<file path="config.mk">
export PLATFORM = sky130hd
export DESIGN_NAME = ca2_q1_mux_with_assigning
export DESIGN_NICKNAME = d
export VERILOG_FILES = /design/src/rtl/ca2_q1_mux_with_assigning.sv
export SDC_FILE = /design/constraint.sdc
export NUM_CORES = 1
export LEC_CHECK = 0
export CAP_MARGIN = 10
export CORE_AREA = 2 2 39 41
export DETAILED_ROUTE_END_ITERATION = 6
export DIE_AREA = 0 0 41 43
export SYNTH_ARGS = -nofsm -noshare
export SYNTH_HDL_FRONTEND = slang
export SYNTH_SLANG_ARGS = --single-unit --ignore-timing --ignore-initial --compat-mode --unroll-limit 50000
export TNS_END_PERCENT = 30
</file>
<file path="constraint.sdc">
create_clock -name clk -period 1.1 [get_ports clk]
set_input_delay 0.22 -clock clk [delete_from_list [all_inputs] [get_ports clk]]
set_output_delay 0.22 -clock clk [all_outputs]
set_load 0.005 [all_outputs]
</file>
<file path="src/rtl/ca2_q1_mux_with_assigning.sv">
// rtl/ca2_q1_mux_with_assigning.sv - gate-delayed 4:1 mux with registered output and toggle counter
//
// Ports:
//   clk        rising-edge clock for the capture stage
//   rst_n      asynchronous active-low reset of the capture stage
//   a,b,c,d    data inputs selected by {s1,s0} = 00,01,10,11
//   s0, s1     select LSB / MSB
//   w          combinational mux output with modelled gate delays
//   w_q        w registered on clk
//   toggle_cnt number of w_q value changes since reset (wraps)
`timescale 1ns/1ns
module ca2_q1_mux_with_assigning #(
   parameter int T_NOT = 3,
   parameter int T_AND = 5,
   parameter int T_OR  = 7,
   parameter int CNT_W = 8
) (
   input  logic             clk,
   input  logic             rst_n,
   input  logic             a,
   input  logic             b,
   input  logic             c,
   input  logic             d,
   input  logic             s0,
   input  logic             s1,
   output logic             w,
   output logic             w_q,
   output logic [CNT_W-1:0] toggle_cnt
);

   logic s0_n;
   logic s1_n;
   logic ta;
   logic tb;
   logic tc;
   logic td;

   // Delays sit on each gate stage so the inverted select legs form the
   // longest path (T_NOT + T_AND + T_OR); select glitches are left visible.
   assign #T_NOT s0_n = ~s0;
   assign #T_NOT s1_n = ~s1;

   assign #T_AND ta = a & s1_n & s0_n;
   assign #T_AND tb = b & s1_n & s0;
   assign #T_AND tc = c & s1   & s0_n;
   assign #T_AND td = d & s1   & s0;

   assign #T_OR w = ta | tb | tc | td;

   always_ff @(posedge clk or negedge rst_n) begin
      if (!rst_n) begin
         w_q        <= 1'b0;
         toggle_cnt <= '0;
      end else begin
         w_q <= w;
         // An unknown comparison is not true, so an X capture never counts.
         if (w != w_q) begin
            toggle_cnt <= toggle_cnt + CNT_W'(1);
         end
      end
   end

endmodule

</file>
==> reports/metrics.cfg <==
[pwr]
p_int_mw=1.08
p_seq_share_pct=34.4
power.density_mw_per_mm2=2340
ir_worst_vdd_mv=0.846
p_leak_nw=0.325
swShare_pct=31.4
pwr-share-comb_pct=49.4
netSwitchingPower_mw=0.492
pwr-share-clk_pct=16.2

[floorplanning]
core-area_mm2=0.00138
die_w_um=41
fp.dieArea_mm2=0.00176
start_util_pct=29.2
fp.dieH_um=43
rows=14
io_pins=18

[detailed_routing]
ant_nets=0
drt_wl_total_um=867
drtPass1Iterations=3
via_per_inst=4.56
wl_per_cell_um=11.3
first_iter_violations=6
vias=351
drc=0

[clock_network]
cts.sinks=9
root_buffer=clkbuf_4
clkTransAtPathRegs_ns=0.06
htree_num_levels=1
cts_tree=yes
clk-insertion-delay-late_ns=0.25
cts_buffer_depth=2
ctsHoldBuffers=0
cts_buffers=3

[timing]
hold_viol=0
drv_slew=0
clock_skew_ns=0.000295
setup_slack_ns=-0.270
holdWs_ns=0.259
max-slew-margin-rel_pct=73.0
final.min_clock_period_ns=1.37
worstMarginPinSlew_ns=0.404
max_freq_ghz=0.730
finalSetupViolations=9
min_period_over_period_pct=125
tns_ns=-1.95
rsz0062_at_grt=yes

[critical_path]
critPathLaunchType=primary input
required_ns=1.24
crit_arrival_ns=1.51
crit_path_max_fanout=8
cpPeakStageDelay_ns=0.51
crit_path_top_delay_cell=mux4_2
worst-setup-path-type=in -> reg
path_cells=buf_6, mux4_2, buf_6, xor2_4, mux2_4
endpoint_kind=register
cpMostUsedCell=buf_6

[placement]
dpl_worst_slack_ns=-0.912
place_area_um2=658
place_hpwl_um=646
gp_congestion=0.771
portBuffers=17

[yosys]
synth_top_cell_area_share_pct=55.7
synth_commonest_cells=9 x dfrtp_1, 6 x xnor2_1, 3 x nand4_1
async_flop_share_pct=100
synth_cell_type_count=12
ys_seq_area_share_pct=55.7
synth.avg_cell_area_um2=13.9
synth_warnings=0
synth_ff_type=dfrtp_1
synth_most_common_cell=dfrtp_1
ys_seq_elements=9
synth_area_leader_cell=dfrtp_1
synth_nets=38
synthCells=29
synth_edf_count=0
yosys-top-cells-area=dfrtp_1 56%, xnor2_1 13%, mux4_2 5.6%
netlist_area_um2=404

[cells_and_area]
nets=71
fin_util_pct=48.4
layout-drive-gt1-share_pct=49.2
stdcell_area_um2=669
antennaDiodeCount=0
syn2layout_area_growth_pct=65.6

[grt]
grt_pass1_wl_mm=1.44
grt_overflow=0
grt_antenna_before_repair=0
grt_max_degree=10
grt_pass1_vias=366
grt_usage_pct=12.6

[worst_hold_path]
min_path_type=in -> async

[run_status]
status=finished with violations
violations=negative setup slack

[flow_run]
maxCapViolCount=0

[power groups by stage]
stage / registers [mW] / clock network (mW) / logic, mW
floorplan: 0.608 / 0 / 0.250
global placement: 0.570 / 0 / 0.776
detailed placement: 0.568 / 0 / 0.792
CTS: 0.539 / 0.262 / 0.826
global route: 0.557 / 0.288 / 0.841
finish: 0.539 / 0.254 / 0.774
[per-layer routing]
layer / GRT usage [%] / vias up / share of wire (%)
li1: - / 166 / -
met1: 16.4 / 170 / 40
met2: 16.9 / 13 / 53
met3: 4.71 / 2 / 6.2
met4: 8.00 / 0 / 1.2
met5: 0 / - / 0
[stage by stage]
| stage | total power [mW] | cells |
|---|---|---|
| floorplan | 0.859 | 29 |
| global placement | 1.35 | 69 |
| detailed placement | 1.36 | 69 |
| CTS | 1.63 | 77 |
| global route | 1.69 | 77 |
| finish | 1.57 | 77 |
[state kept, by name (all words and copies together), names as in the netlist]
name        flops
toggle_cnt      8
w_q             1
[layout by cell type (no fill, tap or decap)]
master	count
ha_1	1
clkdlybuf4s15_1	2
xnor2_1	6
clkbuf_2	7
mux4_2	1
buf_2	3
nand2_1	1
dfrtp_2	1
clkdlybuf4s50_1	1
and3_1	2
and2_1	1
xor2_4	1
buf_4	10
clkbuf_4	3
xor2_1	1
dlygate4sd2_1	2
mux2_4	1
buf_6	3
clkbuf_1	1
dfrtp_1	8
nand4_1	3
nand3_1	2
[path summary, 6_finish.rpt]
path                            cells after the start  slack [ns]             to           from
worst max-delay path                                5       -0.27  toggle_cnt[1]             s0
max in group asynchronous                           1        0.53            w_q          rst_n
worst min register to register                      1        0.47  toggle_cnt[7]  toggle_cnt[7]
worst min-delay path                                1        0.26  toggle_cnt[7]          rst_n
worst max register to register                      3       -0.15  toggle_cnt[1]            w_q
min in group clk                                    3        0.42            w_q             s0
[logic make-up after synthesis]
kind of cell | share of synthesized area, %
DFF | 55.7
xor gates and xnor gates | 19.2
adders and majority gates | 3.10
and+or+nand+nor | 12.7
muxes | 9.29
[worst max-delay path, delay by kind of cell]
| kind | cells | cell delay, ns |
|---|---|---|
| buf+inv | 2 | 0.22 |
| xor+xnor | 1 | 0.23 |
| mux | 2 | 0.84 |
[timing repair]
action / in CTS / in global routing
setup buffers: 4 / 0
resized for setup: 40 / 7
pin swaps: 2 / 3
setup endpoints to repair: 19 / 16
hold endpoints to repair: 0 / 0
[area by class of cell]
class | count | area (um2)
tap | 16 | 20.0
fill | 141 | 714
clock buffer | 4 | 26.3
multi-input combinational | 20 | 190
sequential | 9 | 226
timing repair buffer | 28 | 206
Power figures use the tool's default switching activity.
